**src/rtl/seq_mul_pkg.sv**
```systemverilog
// Shared types and helpers for the sequential shift-add multiplier.
package seq_mul_pkg;

  typedef enum logic [1:0] {IDLE, CALC, DONE} seq_mul_state_t;

  function automatic int unsigned prod_width(input int unsigned width);
    return 2 * width;
  endfunction

endpackage

```
**src/rtl/seq_mul_shift_add_if.sv**
```systemverilog
// Start/busy/done handshake bundle plus operands and product for seq_mul_shift_add.
interface seq_mul_shift_add_if
  import seq_mul_pkg::*;
#(
  parameter int unsigned WIDTH = 8
);

  logic                         start;
  logic                         abort;
  logic [WIDTH-1:0]             a;
  logic [WIDTH-1:0]             b;
  logic                         busy;
  logic                         done;
  logic [prod_width(WIDTH)-1:0] product;

  modport master (
    output start,
    output abort,
    output a,
    output b,
    input  busy,
    input  done,
    input  product
  );

  modport slave (
    input  start,
    input  abort,
    input  a,
    input  b,
    output busy,
    output done,
    output product
  );

endinterface

```
**src/rtl/seq_mul_ctrl.sv**
```systemverilog
// FSM controller for the shift-add multiplier: IDLE -> CALC (until multiplier exhausted) -> DONE.
module seq_mul_ctrl
  import seq_mul_pkg::*;
(
  input  logic clk,
  input  logic rst_n,
  input  logic start,
  input  logic abort,
  input  logic mplr_zero,
  output logic ld,
  output logic step,
  output logic ld_prod,
  output logic busy,
  output logic done
);

  seq_mul_state_t state_q, state_d;

  always_ff @(posedge clk or negedge rst_n) begin
    if (!rst_n) begin
      state_q <= IDLE;
    end else begin
      state_q <= state_d;
    end
  end

  always_comb begin
    state_d = state_q;
    ld      = 1'b0;
    step    = 1'b0;
    ld_prod = 1'b0;
    busy    = 1'b0;
    done    = 1'b0;
    unique case (state_q)
      IDLE: begin
        if (start) begin
          ld      = 1'b1;
          state_d = CALC;
        end
      end
      CALC: begin
        busy = 1'b1;
        // abort wins over both completion and stepping
        if (abort) begin
          state_d = IDLE;
        end else if (mplr_zero) begin
          ld_prod = 1'b1;
          state_d = DONE;
        end else begin
          step = 1'b1;
        end
      end
      DONE: begin
        busy    = 1'b1;
        done    = 1'b1;
        state_d = IDLE;
      end
      default: state_d = IDLE;
    endcase
  end

endmodule

```
**src/rtl/seq_mul_shift_add.sv**
```systemverilog
// Sequential shift-add multiplier datapath; SEQ_MUL_SIGNED_EN selects two's-complement operands.
module seq_mul_shift_add
  import seq_mul_pkg::*;
#(
  parameter int unsigned WIDTH = 8
) (
  input  logic                clk,
  input  logic                rst_n,
  seq_mul_shift_add_if.slave  bus
);

  localparam int unsigned ProdWidth = prod_width(WIDTH);

  logic [ProdWidth-1:0] mcand_q, mcand_d;
  logic [ProdWidth-1:0] acc_q, acc_d;
  logic [ProdWidth-1:0] prod_q, prod_d;
  logic [WIDTH-1:0]     mplr_q, mplr_d;
  logic [WIDTH-1:0]     a_mag, b_mag;
  logic [ProdWidth-1:0] acc_final;
  logic                 ld, step, ld_prod, busy, done;

`ifdef SEQ_MUL_SIGNED_EN
  logic sign_q, sign_d;

  // Magnitude of -2^(W-1) wraps to 2^(W-1), which still fits as unsigned W bits.
  assign a_mag     = bus.a[WIDTH-1] ? (~bus.a + 1'b1) : bus.a;
  assign b_mag     = bus.b[WIDTH-1] ? (~bus.b + 1'b1) : bus.b;
  assign acc_final = sign_q ? (~acc_q + ProdWidth'(1)) : acc_q;

  always_comb begin
    sign_d = sign_q;
    if (ld) begin
      sign_d = bus.a[WIDTH-1] ^ bus.b[WIDTH-1];
    end
  end

  always_ff @(posedge clk or negedge rst_n) begin
    if (!rst_n) begin
      sign_q <= 1'b0;
    end else begin
      sign_q <= sign_d;
    end
  end
`else
  assign a_mag     = bus.a;
  assign b_mag     = bus.b;
  assign acc_final = acc_q;
`endif

  seq_mul_ctrl u_ctrl (
    .clk       (clk),
    .rst_n     (rst_n),
    .start     (bus.start),
    .abort     (bus.abort),
    .mplr_zero (mplr_q == '0),
    .ld        (ld),
    .step      (step),
    .ld_prod   (ld_prod),
    .busy      (busy),
    .done      (done)
  );

  always_comb begin
    mcand_d = mcand_q;
    mplr_d  = mplr_q;
    acc_d   = acc_q;
    prod_d  = prod_q;
    if (ld) begin
      mcand_d = {{WIDTH{1'b0}}, a_mag};
      mplr_d  = b_mag;
      acc_d   = '0;
    end else if (step) begin
      if (mplr_q[0]) begin
        acc_d = acc_q + mcand_q;
      end
      mcand_d = mcand_q << 1;
      mplr_d  = mplr_q >> 1;
    end
    if (ld_prod) begin
      prod_d = acc_final;
    end
  end

  always_ff @(posedge clk or negedge rst_n) begin
    if (!rst_n) begin
      mcand_q <= '0;
      mplr_q  <= '0;
      acc_q   <= '0;
      prod_q  <= '0;
    end else begin
      mcand_q <= mcand_d;
      mplr_q  <= mplr_d;
      acc_q   <= acc_d;
      prod_q  <= prod_d;
    end
  end

  assign bus.busy    = busy;
  assign bus.done    = done;
  assign bus.product = prod_q;

endmodule

```
**src/flat_wrapper.sv**
```systemverilog
// flat-port wrapper written by rule: the top's interface ports become plain ports
module seq_mul_shift_add_flat import seq_mul_pkg::*;
#(
  parameter int unsigned WIDTH = 8
)
  (clk, rst_n, bus_start, bus_abort, bus_a, bus_b, bus_busy, bus_done, bus_product);
  seq_mul_shift_add_if #(.WIDTH(WIDTH)) bus_i ();
  input  logic clk;
  input  logic rst_n;
  input wire logic [$bits(bus_i.start)-1:0] bus_start;
  input wire logic [$bits(bus_i.abort)-1:0] bus_abort;
  input wire logic [$bits(bus_i.a)-1:0] bus_a;
  input wire logic [$bits(bus_i.b)-1:0] bus_b;
  output wire logic [$bits(bus_i.busy)-1:0] bus_busy;
  output wire logic [$bits(bus_i.done)-1:0] bus_done;
  output wire logic [$bits(bus_i.product)-1:0] bus_product;
  assign bus_i.start = bus_start;
  assign bus_i.abort = bus_abort;
  assign bus_i.a = bus_a;
  assign bus_i.b = bus_b;
  assign bus_busy = bus_i.busy;
  assign bus_done = bus_i.done;
  assign bus_product = bus_i.product;
  seq_mul_shift_add #(.WIDTH(WIDTH)) u_core (.clk(clk), .rst_n(rst_n), .bus(bus_i));
endmodule
```
**config.mk**
```make
export PLATFORM = sky130hd
export DESIGN_NAME = seq_mul_shift_add_flat
export DESIGN_NICKNAME = d
export VERILOG_FILES = /design/src/rtl/seq_mul_pkg.sv /design/src/rtl/seq_mul_shift_add_if.sv /design/src/rtl/seq_mul_ctrl.sv /design/src/rtl/seq_mul_shift_add.sv /design/src/flat_wrapper.sv
export SDC_FILE = /design/constraint.sdc
export NUM_CORES = 1
export LEC_CHECK = 0
export ABC_AREA = 0
export BUFFER_PORTS_ARGS = -buffer_cell sky130_fd_sc_hd__buf_4
export CORE_MARGIN = 4
export CORE_UTILIZATION = 52
export CTS_CLUSTER_SIZE = 12
export DETAILED_ROUTE_END_ITERATION = 8
export PLACE_DENSITY = 0.75
export SLEW_MARGIN = 40
export SYNTH_ARGS = -nofsm -noshare
export SYNTH_HDL_FRONTEND = slang
export SYNTH_SLANG_ARGS = --single-unit
```
**constraint.sdc**
```tcl
create_clock -name clk -period 2.2 [get_ports clk]
set_input_delay 0.11 -clock clk [delete_from_list [all_inputs] [get_ports clk]]
set_output_delay 0.11 -clock clk [all_outputs]
set_load 0.05 [all_outputs]
```
# Word level (Yosys, flattened, before mapping)
# Cells that the tools add are included.
# totals
input_bits	20
reg_bits	58
# op_classes
n_mux	21
eq_ne	4
n_addsub	1
n_reduce_logical	7
# op_table
cell	n
$mux 16	5
$add 16x16->16	1
$mux 8	2
$mux 1	10
$logic_not 8->1	1
$mux 2	3
$pmux 2 s2	1
$reduce_and 2->1	2
$reduce_bool 2->1	2
$ne 3x3->1 const B	1
$eq 2x1->1 const B	1
$eq 2x2->1 const B	1
$logic_not 2->1	1
$ne 2x2->1 const B	1
$reduce_or 2->1	1

# Depth between registers and ports, before layout
# logic_depth
depth_word	6
depth_mapped	9
depth_no_buf	8

# By module
# From an unflattened synthesis, not the netlist that was laid out.
# unflattened
hier_cells	316
area_unflattened_um2	3220.6
# modules_own_cells
module	seq_area_each_um2	area_each_um2	cells_each	instances
seq_mul_shift_add	1401.3	3041.7	297	1
seq_mul_ctrl	50.0	178.9	19	1

# Least setup slack after synthesis
# Ideal clock, no wire load.
# synth_timing
path_kind	register -> register
startpoint	register u_core.acc_q[11] (netlist: u_core.acc_final[11])
endpoint	register u_core.acc_q[15] (netlist: u_core.acc_final[15])
stages_incl_launch_ff	9
period_less_slack_ps	2051
arrival_time_ps	1911
path_slack_ps	149
n_path_buf	1
required_ps	2060
path_cell_list	dfrtp_1 > ha_1 > clkbuf_1 > nand2_1 > or3_1 > a21oi_1 > nor3_1 > o311ai_0 > o41ai_1
# synth_between
elab_chain_len	4
# synth_rtl
element	line_no	text
from (decl)	seq_mul_shift_add.sv:15	logic [ProdWidth-1:0] acc_q, acc_d;
from (signal assigned)	seq_mul_shift_add.sv:88	acc_q <= '0;
from (signal assigned)	seq_mul_shift_add.sv:93	acc_q <= acc_d;
$add 16x16->16	seq_mul_shift_add.sv:74	acc_d = acc_q + mcand_q;
$mux 16	seq_mul_shift_add.sv:73	if (mplr_q[0]) begin
$mux 16	seq_mul_shift_add.sv:72	end else if (step) begin
$mux 16	seq_mul_shift_add.sv:68	if (ld) begin
# No other way between the ends. The select of a mux whose other input is x is not followed.
# A chain may end at the register's enable or synchronous reset.

# Final worst setup path
# layout_timing
startpoint	register u_core.acc_q[0] (netlist: u_core.acc_final[0])
endpoint	register u_core.acc_q[14] (netlist: u_core.acc_final[14])
# Same word-level chain as after synthesis.

==> metrics list <==
- In the routed design, unresolved DRC markers number 0.
- The tightest hold path in the finished design has a slack of -0.00788 ns.
- Layout cells sized above 1: about 25%
- The mapped netlist covers between 3000 and 4000 um^2.
- Together, buffers and inverters on the worst path number 0.
- The clock network is responsible for around a quarter of the overall power.
- Measured along the y axis, the die boundary spans 86.0 um.
* Flip-flop and latch count after synthesis: 58
* Violated checks: hold timing
- The setup check on the worst reg-to-reg path leaves a slack of between 0.1 and 0.15 ns.
- Critical Path, Cell by Cell: ha_1 > fa_2 > a21oi_2 > o21ai_0 > a21o_1 > a41oi_2 > nand4_1 > o311ai_0
- Max VDD drop: approximately 0.00097 V
- Vias per cell: approximately 5.7
- The first TritonRoute pass finished after 5 iterations.
* Number of cells in the finished layout apart from fillers: 442
- The path with the worst hold slack has its endpoint at u_core.mcand_q[6]$_DFFE_PN0P_.
- Final net count: 401
* Total power per unit cell area: about 1100 nW/um^2
- Once routing completed, OpenROAD measured the worst setup slack at around 0.13 ns.
* Clock latency of the later-clocked register in the worst-skew pair: around 0.34 ns
- Final antenna-violating net count: 0
* Worst R2R Path Depth: 8
* Number of setup violations in the final report: 0
- The largest individual stage delay along the critical path comes from the cell dfrtp_1.
- Counting flops with an async set or reset pin after synthesis yields a share of 100%.
- Counting tap cells, the placed design contains a total of between 400 and 500 instances.
- Dividing the detail-routed wire length by the instance count gives 15.6 um.
- In this run the horizontal extent of the chip is about 86 um.
* Number of enable flip-flop cells after synthesis: 0
- CTS Buffer Depth: 2
- TritonCTS built the clock tree.
- Buffers placed on the I/O ports in this run total 37.
- In this run, distinct cell masters in the synthesized netlist total 50.
* Design Power: approximately 4.5 mW
* Signed area change from the synthesized netlist to the final layout: 27.2%
* Hold Fails Final Rpt: 1
- Clock tree synthesis found a total of 58 sinks.
- Via Count: between 2,000 and 2,500
- Overall routing resource usage: approximately 21%
- The worst hold path begins at bus_a[6].
- The internal portion of the total power is ~2.8 mW.
- Once detailed placement completed, the half-perimeter wirelength came to about 4.7 mm.
* First-pass GRT wire length: between 10 and 15 mm
- Data arrival time of the critical path: around 2.3 ns
- For the final database, setup skew stands at roughly 0.011 ns.
- For the pin with the worst max-slew slack, the measured transition is ~0.7 ns.
- Crit path kind: register to register
- Synthesis produced a netlist whose cell count is 300.
- Final TNS setup: 0 ns
- Of all nets on the critical path, the largest fanout is 3.
- Net switching is between 30% and 40% of the power.
- At the end of routability-driven placement, the weighted congestion stood at 1.01.
* Via count of the first global-routing pass: ~2,500
- CP Data Required Time: 2.42 ns
- The kind of cell with the highest combined delay along the critical path is compound AO/OA/AOI/OAI gates.
- Commonest cells after routing, fill and taps aside: dfrtp_1 (58), buf_4 (47), nand2_1 (36)
- Leak pwr: about 1.9 nW
* Initial Util: a little over half
- The repair_antennas step left the layout with diodes totalling 0.
- Sequential cells account for between 30% and 40% of the total power.
- Summed over all nets, the switching power comes to ~1.7 mW.
* Outcome: finished, violations left
- In this run the critical register-to-register path is captured at u_core.acc_final[14]$_DFFE_PN0P_.
- The routed design could run at a clock period as short as about 2.1 ns.
- Unrepaired setup endpoints after global routing: no
- After floorplanning, the core was sized to cover about 5900 um^2.
- Worst slack, placed: -0.0326 ns
- Across the run, the number of max-cap violations was 0.
- Row cnt: 28
- Sequential fraction of the synthesis area: a little under half
- Combinational cells account for roughly two fifths of the total power.
* Largest stage delay, worst path: approximately 0.40 ns
* Final cycle utilization of the critical path: 94.3%
* HP Class: input pin to register
- Based on the critical path, the design can be clocked at up to ~480 MHz.
* Clock transition at path regs: 0.06 ns
- Critical Path Start Type: register
* Cell depth of the worst hold path: 3
- Overall die area: 7400 um^2
- Counting the buffers created by CTS gives 9.
- The worst pin sits at a relative slew slack of 53.1%.
- Number of nets produced by synthesis: roughly 340
* Primary flip-flop cell chosen by synthesis mapping: dfrtp_1
- Clk Tree Root Cell: clkbuf_8
- CP Capture Type: register
- Ports: 38
- Routed wire length: approximately 7 mm
* Initial drt markers: ~240
* H-tree levels: 3
* Most frequent standard cell in the layout excluding fill and tap cells: dfrtp_1
* Total congestion overflow after global routing: 0
- Number of warnings issued by yosys: 0
* Max-slew violations: 0
- Number of antenna violations at the first check in global routing: 0
- Entering global routing, the biggest net connects 59 pins.
- The average instance in the mapped netlist occupies ~11 um^2.
- Beginning of the worst register-to-register path: u_core.acc_final[0]$_DFFE_PN0P_
-- cells in the mapped netlist (3+ instances only) --
library cell | number | area (um^2)
nand3_1 | 3 | 15.0
xor2_1 | 4 | 35.0
mux2_4 | 10 | 150
a22o_1 | 4 | 35.0
inv_1 | 7 | 26.3
ha_1 | 18 | 225
nand2b_1 | 4 | 25.0
dfrtp_1 | 58 | 1450
mux2_2 | 6 | 67.6
nor2_1 | 18 | 67.6
o21a_1 | 5 | 37.5
o311ai_0 | 4 | 35.0
xnor2_1 | 5 | 43.8
nand2_1 | 36 | 135
mux2i_1 | 22 | 220
clkbuf_1 | 8 | 30.0
o21ai_0 | 31 | 155
a21oi_1 | 17 | 85.1
-- per-layer routing --
metal	routed length (um)	part of all wire, %	track usage, %
met5	0	0	0
met4	170	2.5	10.2
met1	3070	44	27.1
met2	3260	47	32.7
met3	418	6.0	4.42
-- logic make-up (layout without fill, tap and decap cells) --
group | Yosys count | count (layout) | synth area share (%)
compound gates | 79 | 79 | 15.7
flops | 58 | 58 | 45.8
buf+inv | 19 | 86 | 3.04
simple gates | 78 | 78 | 11.3
mux | 38 | 38 | 13.8
xor+xnor | 9 | 9 | 2.49
fa+ha+maj | 19 | 19 | 7.75
-- how the worst max path moves through the flow --
stage                     depth (start not counted)                              from  slack (ns)                          endpoint
final                                             8   u_core.acc_final[0]$_DFFE_PN0P_        0.13  u_core.acc_final[14]$_DFFE_PN0P_
after global routing                              8   u_core.acc_final[0]$_DFFE_PN0P_       0.001   u_core.acc_final[8]$_DFFE_PN0P_
after CTS                                         8   u_core.acc_final[0]$_DFFE_PN0P_       0.005  u_core.acc_final[14]$_DFFE_PN0P_
after detailed placement                          8   u_core.acc_final[0]$_DFFE_PN0P_       -0.03  u_core.acc_final[14]$_DFFE_PN0P_
after global placement                            8   u_core.acc_final[0]$_DFFE_PN0P_        0.06  u_core.acc_final[14]$_DFFE_PN0P_
after floorplan                                   8  u_core.acc_final[11]$_DFFE_PN0P_        0.15  u_core.acc_final[15]$_DFFE_PN0P_
-- stage by stage --
stage	instance area, um^2	util (%)
2_1_floorplan	3170	-
3_3_place_gp	3530	59.7
3_5_place_dp	3540	59.8
4_1_cts	3940	66.5
5_1_grt	4030	68.0
6_report	4030	68.0
-- tightest hold or removal path, cell delays in order --
cell and delay, ns:
buf_4 0.07, nand2_1 0.04, o21ai_0 0.06
-- final cells by class --
class	instances	area [um^2]
clock buffers	11	131
well taps	75	93.8
flip-flops and latches	58	1450
repair buffers	63	513
clock inverters	5	103
fillers	434	1900
inverters	7	26.3
multi-input cells	223	1710
-- power groups by stage --
stage | clock network, mW | logic [mW] | registers (mW)
floorplan | 0 | 1.12 | 1.64
global placement | 0 | 1.59 | 1.58
detailed placement | 0 | 1.63 | 1.60
CTS | 1.19 | 1.67 | 1.58
global route | 1.23 | 1.95 | 1.63
finish | 1.18 | 1.75 | 1.60
-- state kept, by name (all words and copies together) (netlist names) --
name                   cells
u_core.mplr_q              8
u_core.bus.product        16
u_core.u_ctrl.state_q      2
u_core.mcand_q            16
u_core.acc_final          16
-- repair_timing --
action,4_1_cts,5_1_grt
endpoints found under the setup margin,3,4
pin swaps,0,1
hold buffers,16,0
resized for setup,2,13
endpoints found under the hold margin,73,0
setup buffers,0,1
Note: power is estimated with default switching activity, not from simulation.
